File: src/rtl/core_seq.sv
// Multi-cycle sequencer for the RV32 datapath: fetch handshake, DECODE/EXEC/WB stepping,
// register-file write gating, PC advance, halt/trap detection and retired-instruction count.
module core_seq #(
    parameter logic [31:0] RESET_PC      = 32'h8000_0000,
    parameter int          FETCH_TIMEOUT = 255
) (
    input  logic        clk,
    input  logic        rst,
    input  logic        run,
    output logic        imem_req,
    output logic [31:0] imem_addr,
    input  logic        imem_rvalid,
    input  logic [31:0] imem_rdata,
    output logic [31:0] inst,
    output logic [31:0] pc,
    input  logic        dec_legal,
    input  logic        dec_ebreak,
    output logic        rf_wen,
    output logic        halted,
    output logic        trap,
    output logic [1:0]  trap_cause,
    output logic [31:0] instret
);

    typedef enum logic [2:0] {
        S_IDLE, S_FETCH, S_DECODE, S_EXEC, S_WB, S_HALT, S_TRAP
    } state_t;

    localparam logic [31:0] NOP     = 32'h0000_0013;
    // Value of the wait counter during the last FETCH cycle allowed before trapping.
    localparam logic [7:0]  TO_LAST = 8'(FETCH_TIMEOUT - 1);

    state_t     state, state_nxt;
    logic [7:0] tcnt;

    always_ff @(posedge clk or posedge rst) begin
        if (rst) state <= S_IDLE;
        else     state <= state_nxt;
    end

    always_comb begin
        state_nxt = state;
        case (state)
            S_IDLE:   if (run) state_nxt = S_FETCH;
            S_FETCH: begin
                if (imem_rvalid)          state_nxt = S_DECODE;
                else if (tcnt == TO_LAST) state_nxt = S_TRAP;
            end
            S_DECODE: begin
                if (dec_ebreak)      state_nxt = S_HALT;
                else if (!dec_legal) state_nxt = S_TRAP;
                else                 state_nxt = S_EXEC;
            end
            S_EXEC:   state_nxt = S_WB;
            S_WB:     state_nxt = run ? S_FETCH : S_IDLE;
            S_HALT:   state_nxt = S_HALT;
            S_TRAP:   state_nxt = S_TRAP;
            default:  state_nxt = S_IDLE;
        endcase
    end

    always_ff @(posedge clk or posedge rst) begin
        if (rst) begin
            pc         <= RESET_PC;
            inst       <= NOP;
            instret    <= '0;
            trap_cause <= 2'b00;
            tcnt       <= '0;
        end else begin
            case (state)
                S_FETCH: begin
                    if (imem_rvalid) begin
                        inst <= imem_rdata;
                        tcnt <= '0;
                    end else if (tcnt == TO_LAST) begin
                        trap_cause <= 2'b10;
                    end else begin
                        tcnt <= tcnt + 8'd1;
                    end
                end
                S_DECODE: if (!dec_ebreak && !dec_legal) trap_cause <= 2'b01;
                // Retire: the register file writes on this same edge.
                S_WB: begin
                    pc      <= pc + 32'd4;
                    instret <= instret + 32'd1;
                end
                default: ;
            endcase
        end
    end

    assign imem_req  = (state == S_FETCH);
    assign imem_addr = pc;
    assign rf_wen    = (state == S_WB);
    assign halted    = (state == S_HALT);
    assign trap      = (state == S_TRAP);

endmodule
File: config.mk
export PLATFORM = sky130hd
export DESIGN_NAME = core_seq
export DESIGN_NICKNAME = d
export VERILOG_FILES = /design/src/rtl/core_seq.sv
export SDC_FILE = /design/constraint.sdc
export NUM_CORES = 1
export LEC_CHECK = 0
export ABC_AREA = 1
export CAP_MARGIN = 10
export CORE_ASPECT_RATIO = 2
export CORE_MARGIN = 3
export CORE_UTILIZATION = 40
export CTS_BUF_LIST = sky130_fd_sc_hd__clkbuf_8
export DETAILED_ROUTE_END_ITERATION = 12
export PLACE_DENSITY = 0.79
export SLEW_MARGIN = 20
export SYNTH_ARGS = -nofsm -noshare
export SYNTH_HDL_FRONTEND = slang
export SYNTH_SLANG_ARGS = --single-unit
File: constraint.sdc
create_clock -name clk -period 4.2 [get_ports clk]
set_clock_uncertainty 0.15 [all_clocks]
set_input_delay 0.42 -clock clk [delete_from_list [all_inputs] [get_ports clk]]
set_output_delay 0.42 -clock clk [all_outputs]
set_load 0.05 [all_outputs]
==> After elaboration in Yosys (flattened, before gate mapping) <==
Index checks and enable logic that the tools add are counted.
{ "word_totals": {"out_inout_bits": 134, "register_bits": 109, "wordCells": 44} }
{ "op_classes": {"addsub": 3, "n_reduce_logical": 9, "n_mux": 13, "n_eq_ne": 13} }
{ "ops": {"columns": ["op", "n"], "rows": [
  ["adder 32 x 1 -> 32 bit, second input constant", 1],
  ["adder 32 x 3 -> 32 bit, second input constant", 1],
  ["case mux 3 bit (7 select lines)", 1],
  ["two-way mux 8 bit", 2],
  ["two-way mux 3 bit", 5],
  ["equality test 3 bit, second input constant", 3],
  ["adder 8 x 1 -> 8 bit, second input constant", 1],
  ["equality test 8 bit, second input constant", 1],
  ["!= test 2 bit, second input constant", 4],
  ["equality test 3 x 2 -> 1 bit, second input constant", 2],
  ["two-way mux 2 bit", 3],
  ["AND reduction 2 bit", 3],
  ["case mux 2 bit (2 select lines)", 1],
  ["AND reduction 4 bit", 1],
  ["equality test 3 x 1 -> 1 bit, second input constant", 1],
  ["logical NOT 3 bit", 1],
  ["!= test 3 x 1 -> 1 bit, second input constant", 1],
  ["logical NOT 1 bit", 2],
  ["!= test 2 x 1 -> 1 bit, second input constant", 1],
  ["nonzero test 2 bit", 1],
  ["logical AND 1 bit", 1],
  ["two-way mux 1 bit", 1]
]} }

==> Logic depth before layout (Yosys ltp) <==
{ "logic_depth": {"word_depth": 4, "ltp_mapped": 10, "mapped_depth_nobuf": 10} }

==> Least setup slack after synthesis <==
No wires, ideal clock.
{ "synth_path": {"path_kind": "register to register", "from": "register state[1]", "to": "register inst[12]", "stages_incl_launch_ff": 5, "t_arrival_ns": 1.747, "slack_ns": 2.178, "required_time_ns": 3.925, "period_less_slack_ns": 2.022, "path_buffers": 1, "cell_sequence": "dfrtp_1 > nor3_4 > nand2_4 > buf_6 > mux2_4"} }
{ "synth_via": {"elab_chain_len": 2} }
{ "synth_lines": {"columns": ["item", "line", "source"], "rows": [
  ["start, declared", "33", "state_t state, state_nxt;"],
  ["start signal, assigned", "38", "else state <= state_nxt;"],
  ["equality test 3 x 1 -> 1 bit", null, null],
  ["via imem_req", "10", "output logic imem_req,"],
  ["AND reduction 2 bit (no source line)", null, null],
  ["end signal, assigned", "73", "inst <= imem_rdata;"],
  ["end, declared", "14", "output logic [31:0] inst,"]
]} }
The timed path passes the listed nets, and every way through them passes these cells.
A chain may end at the register's enable or synchronous reset.

==> Worst setup path in the final report <==
{ "layout_path": {"from": "register state[1]", "to": "output rf_wen"} }
{ "layout_via": {"elab_chain_len": 1} }
{ "layout_lines": {"columns": ["item", "line", "source"], "rows": [
  ["equality test 3 bit", "94", "assign rf_wen = (state == S_WB);"],
  ["end, declared", "18", "output logic rf_wen,"]
]} }
No other way between the ends.

==> results.md <==
Route:
- Dividing the detail-routed wire length by the instance count gives around 15 µm.
- The detailed router finished its first iteration with roughly 140 violations.
- The total vias in the final route is 4619.
- The detailed-routing iteration count for the pre-antenna-repair pass is 7.
- Using the TritonRoute via totals, the vias-per-cell ratio works out to 4.78.
- Once detail routing completed, the nets flagged for antenna violations numbered 0.
- Wires add up to 14400 µm.
- The post-detailed-route DRC marker count is 0.

Timing:
- Setup total negative slack on the finished layout was measured at 0 ns.
- Setup violations remaining at the end of the flow were counted as 0.
- The count of pins over their slew limit is 0.
- For the pin with the worst max-slew slack, the measured transition is 0.698 ns.
- The relative slew slack is 0.535.
- The final-report hold violation count was 0.
- Setup repair after global routing left no endpoint under its margin.
- Dividing the final minimum period by the clock period gives 0.736.
- Once routing completed, OpenROAD measured the worst setup slack at around 1.1 ns.
- The highest attainable clock frequency is 323 MHz.
- Counting I/O delays and the setup requirement, the final critical path takes between 3 and 4 ns.

Floorplan:
- For this configuration, the core starts out at a cell density of 0.408.
- Pin placement for this block handled 172 I/O pins.
- In this run the core area contains slightly above 60 standard-cell rows.
- In this run the standard cell core region covers 13900 µm².
- The floorplan step set the die height to 174 µm.
- The area enclosed by the die boundary is around 16000 µm².
- In this run the horizontal extent of the chip is about 90 µm.

Final layout:
- The area growth from synthesis to layout is 32.1%.
- At the end of the flow the core is filled with cells to 0.539.
- The diode insertion count for antenna repair is 0.
- The final net count is 815.
- In the final layout, the share of cells above drive strength 1 is 0.0925.
- The final non-filler cell area is 7490 µm².
- The final instance count without filler cells is 967.

Global routing:
- The initial antenna violation count is 0.
- The via count of the first global-routing pass is roughly 4700.
- In the global route stage, overall resource usage came out at 0.186.
- Global routing finished with a remaining overflow of 0.
- Entering global routing, the biggest net connects 56 pins.
- The first global-routing pass estimated around 23000 µm of wire.

Logic synthesis:
- Averaged over all synthesized cells, the footprint is 9.00 µm².
- Ranked by total cell area, the synthesized netlist is headed by sky130_fd_sc_hd__dfrtp_1 45%, sky130_fd_sc_hd__nand2_1 11%, sky130_fd_sc_hd__mux2_4 7.1%, sky130_fd_sc_hd__buf_4 4.6%, sky130_fd_sc_hd__xor2_1 4.5%.
- The share of synthesized area in the top cell type comes to 0.455.
- The predominant post-synthesis flop cell is sky130_fd_sc_hd__dfrtp_1.
- In this run, synthesis inferred 0 flip-flops with an integrated enable.
- The total standard cell area after synthesis is 5670 µm².
- The share of synthesized registers carrying an async set or reset is 1.00.
- The share of the Yosys chip area taken by registers is 0.473.
- sky130_fd_sc_hd__dfrtp_1 takes more of the synthesized area than any other cell.
- The cell with the most instances after synthesis is sky130_fd_sc_hd__nand2_1.
- The commonest cells after synthesis are 163 x sky130_fd_sc_hd__nand2_1, 103 x sky130_fd_sc_hd__dfrtp_1, 64 x sky130_fd_sc_hd__inv_1.
- Synthesis handed over a netlist of 630 instances.
- Counting distinct cell types in the post-synthesis netlist gives 33.
- The synthesized design contains 107 register bits.
- Yosys printed 0 warnings.

Setup path:
- The peak per-stage delay on the critical path is slightly below 0.9 ns.
- The setup path with the least slack is of type reg2out.
- The critical path data required time is 3.63 ns.
- STA classifies the critical path endpoint as a primary output.
- The worst setup path is launched from a flip-flop.
- The critical-path maximum fanout is 20.
- The standard cell with the maximum stage delay on the critical path is sky130_fd_sc_hd__clkdlybuf4s50_1.
- Data on the critical path arrives at its endpoint at 2.52 ns.
- The worst register-to-register path has a depth of 9.
- The critical path goes through nor2_1 > nand2_1 > buf_4 > inv_1 > clkdlybuf4s50_1.

Worst hold path:
- The worst hold-check path type is in2async.

Clock tree:
- The CTS tree is built.
- The cell at the root of the clock tree is sky130_fd_sc_hd__clkbuf_8.
- Hold repair after CTS inserted 0 buffers.
- The longest clock path from root to sink contains 2 buffers.
- The H-tree was split into 3 levels.
- The post-CTS setup buffer count is 0.
- The number of CTS-inserted buffers is 9.
- The later pin in the worst-skew pair is clocked with a latency of between 0.3 and 0.4 ns.
- Gates resized during post-CTS repair numbered 0.
- The clock input transition at the sequential cells of the worst setup and hold paths is 0.11 ns.
- The number of sinks driven by the clock tree is 107.

Placement:
- The post-DP HPWL is approximately 11000 µm.
- The global placer's final weighted congestion is roughly 0.88.
- The placed cell count is 951.
- The post-placement setup slack is 1.51 ns.
- The count of input and output buffers is 167.
- The post-place instance area is 7310 µm².

Pwr:
- The worst-case IR drop observed on VDD is between 400 and 500 µV.
- For this design the static power due to leakage is 3.38 nW.
- The power per cell area is 544 nW/µm².

Job:
- The tool flagged a number of max-cap violations equal to 0.

Outcome:
- The flow ran to the end, and the final reports show no timing, DRC or antenna violations.
[final timing paths]
check                                    from       endpoint  slack, ns
worst max register to register       state[1]    instret[21]       1.95
worst min register to register  trap_cause[0]  trap_cause[0]       0.33
min in group clk                trap_cause[0]  trap_cause[0]       0.33
max in group asynchronous                 rst  imem_addr[31]       2.76
worst max-delay path                 state[1]         rf_wen       1.11
worst min-delay path                      rst       inst[31]       0.33
[critical path: cells and delay by family (launching register included)]
family,cells,cell delay [ns]
buffers and inverters,3,1.43
flip-flops,1,0.46
AND/OR/NAND/NOR,2,0.26
[area by class of cell]
class / count / area [µm²]
Fill cell: 1297 / 6400
Sequential cell: 107 / 2680
Multi-Input combinational cell: 422 / 2450
Timing Repair Buffer: 169 / 1700
Inverter: 64 / 243
Tap cell: 189 / 236
Clock buffer: 10 / 138
Clock inverter: 6 / 47.5
[state kept, by name, summed over array words and instances, names as in the netlist]
register    flops
imem_addr      30
inst           32
instret        32
state           3
tcnt            8
trap_cause      2
[routing by layer]
metal  vias up  track usage  share of wire
met5         -            0              0
met1      2219        0.195           0.36
met4         0       0.0767          0.025
met2       128        0.358           0.57
met3        25       0.0355          0.040
li1       2247            -              -
[cells in the final DEF (no fill, tap or decap), types with 8 or more instances in the layout]
| master | count |
|---|---|
| sky130_fd_sc_hd__clkdlybuf4s50_1 | 167 |
| sky130_fd_sc_hd__nand2_1 | 163 |
| sky130_fd_sc_hd__dfrtp_1 | 103 |
| sky130_fd_sc_hd__inv_1 | 63 |
| sky130_fd_sc_hd__nor2_1 | 61 |
| sky130_fd_sc_hd__nand3_1 | 42 |
| sky130_fd_sc_hd__xor2_1 | 29 |
| sky130_fd_sc_hd__mux2_4 | 27 |
| sky130_fd_sc_hd__nor3_1 | 18 |
| sky130_fd_sc_hd__nand4_1 | 13 |
| sky130_fd_sc_hd__xnor2_1 | 11 |
| sky130_fd_sc_hd__o21ai_0 | 10 |
| sky130_fd_sc_hd__clkbuf_8 | 10 |
| sky130_fd_sc_hd__nor2_4 | 8 |
| sky130_fd_sc_hd__nand3b_1 | 8 |
[power by group]
part,leakage [nW],total [mW],switching [mW],internal (mW)
logic,1.89,2.01,1.26,0.748
registers,1.40,1.45,0.181,1.27
clock network,0.0933,0.614,0.376,0.238
[cell families after synthesis]
| group | after synthesis | share of synthesized area |
|---|---|---|
| fa+ha+maj | 4 | 0.00883 |
| other cells | 1 | 0.000661 |
| buf+inv | 104 | 0.0975 |
| compound gates | 17 | 0.0159 |
| mux | 32 | 0.0814 |
| xor+xnor | 40 | 0.0618 |
| simple gates | 325 | 0.261 |
| flops | 107 | 0.473 |
[metrics by stage]
step / total power [mW] / hold slack (ns)
finish: 4.07 / 0.327
global route: 4.27 / 0.352
CTS: 4.11 / 0.334
detailed placement: 3.49 / 0.310
global placement: 3.45 / 0.309
floorplan: 2.87 / 0.353
No activity file was read; power rests on OpenSTA's default activity.
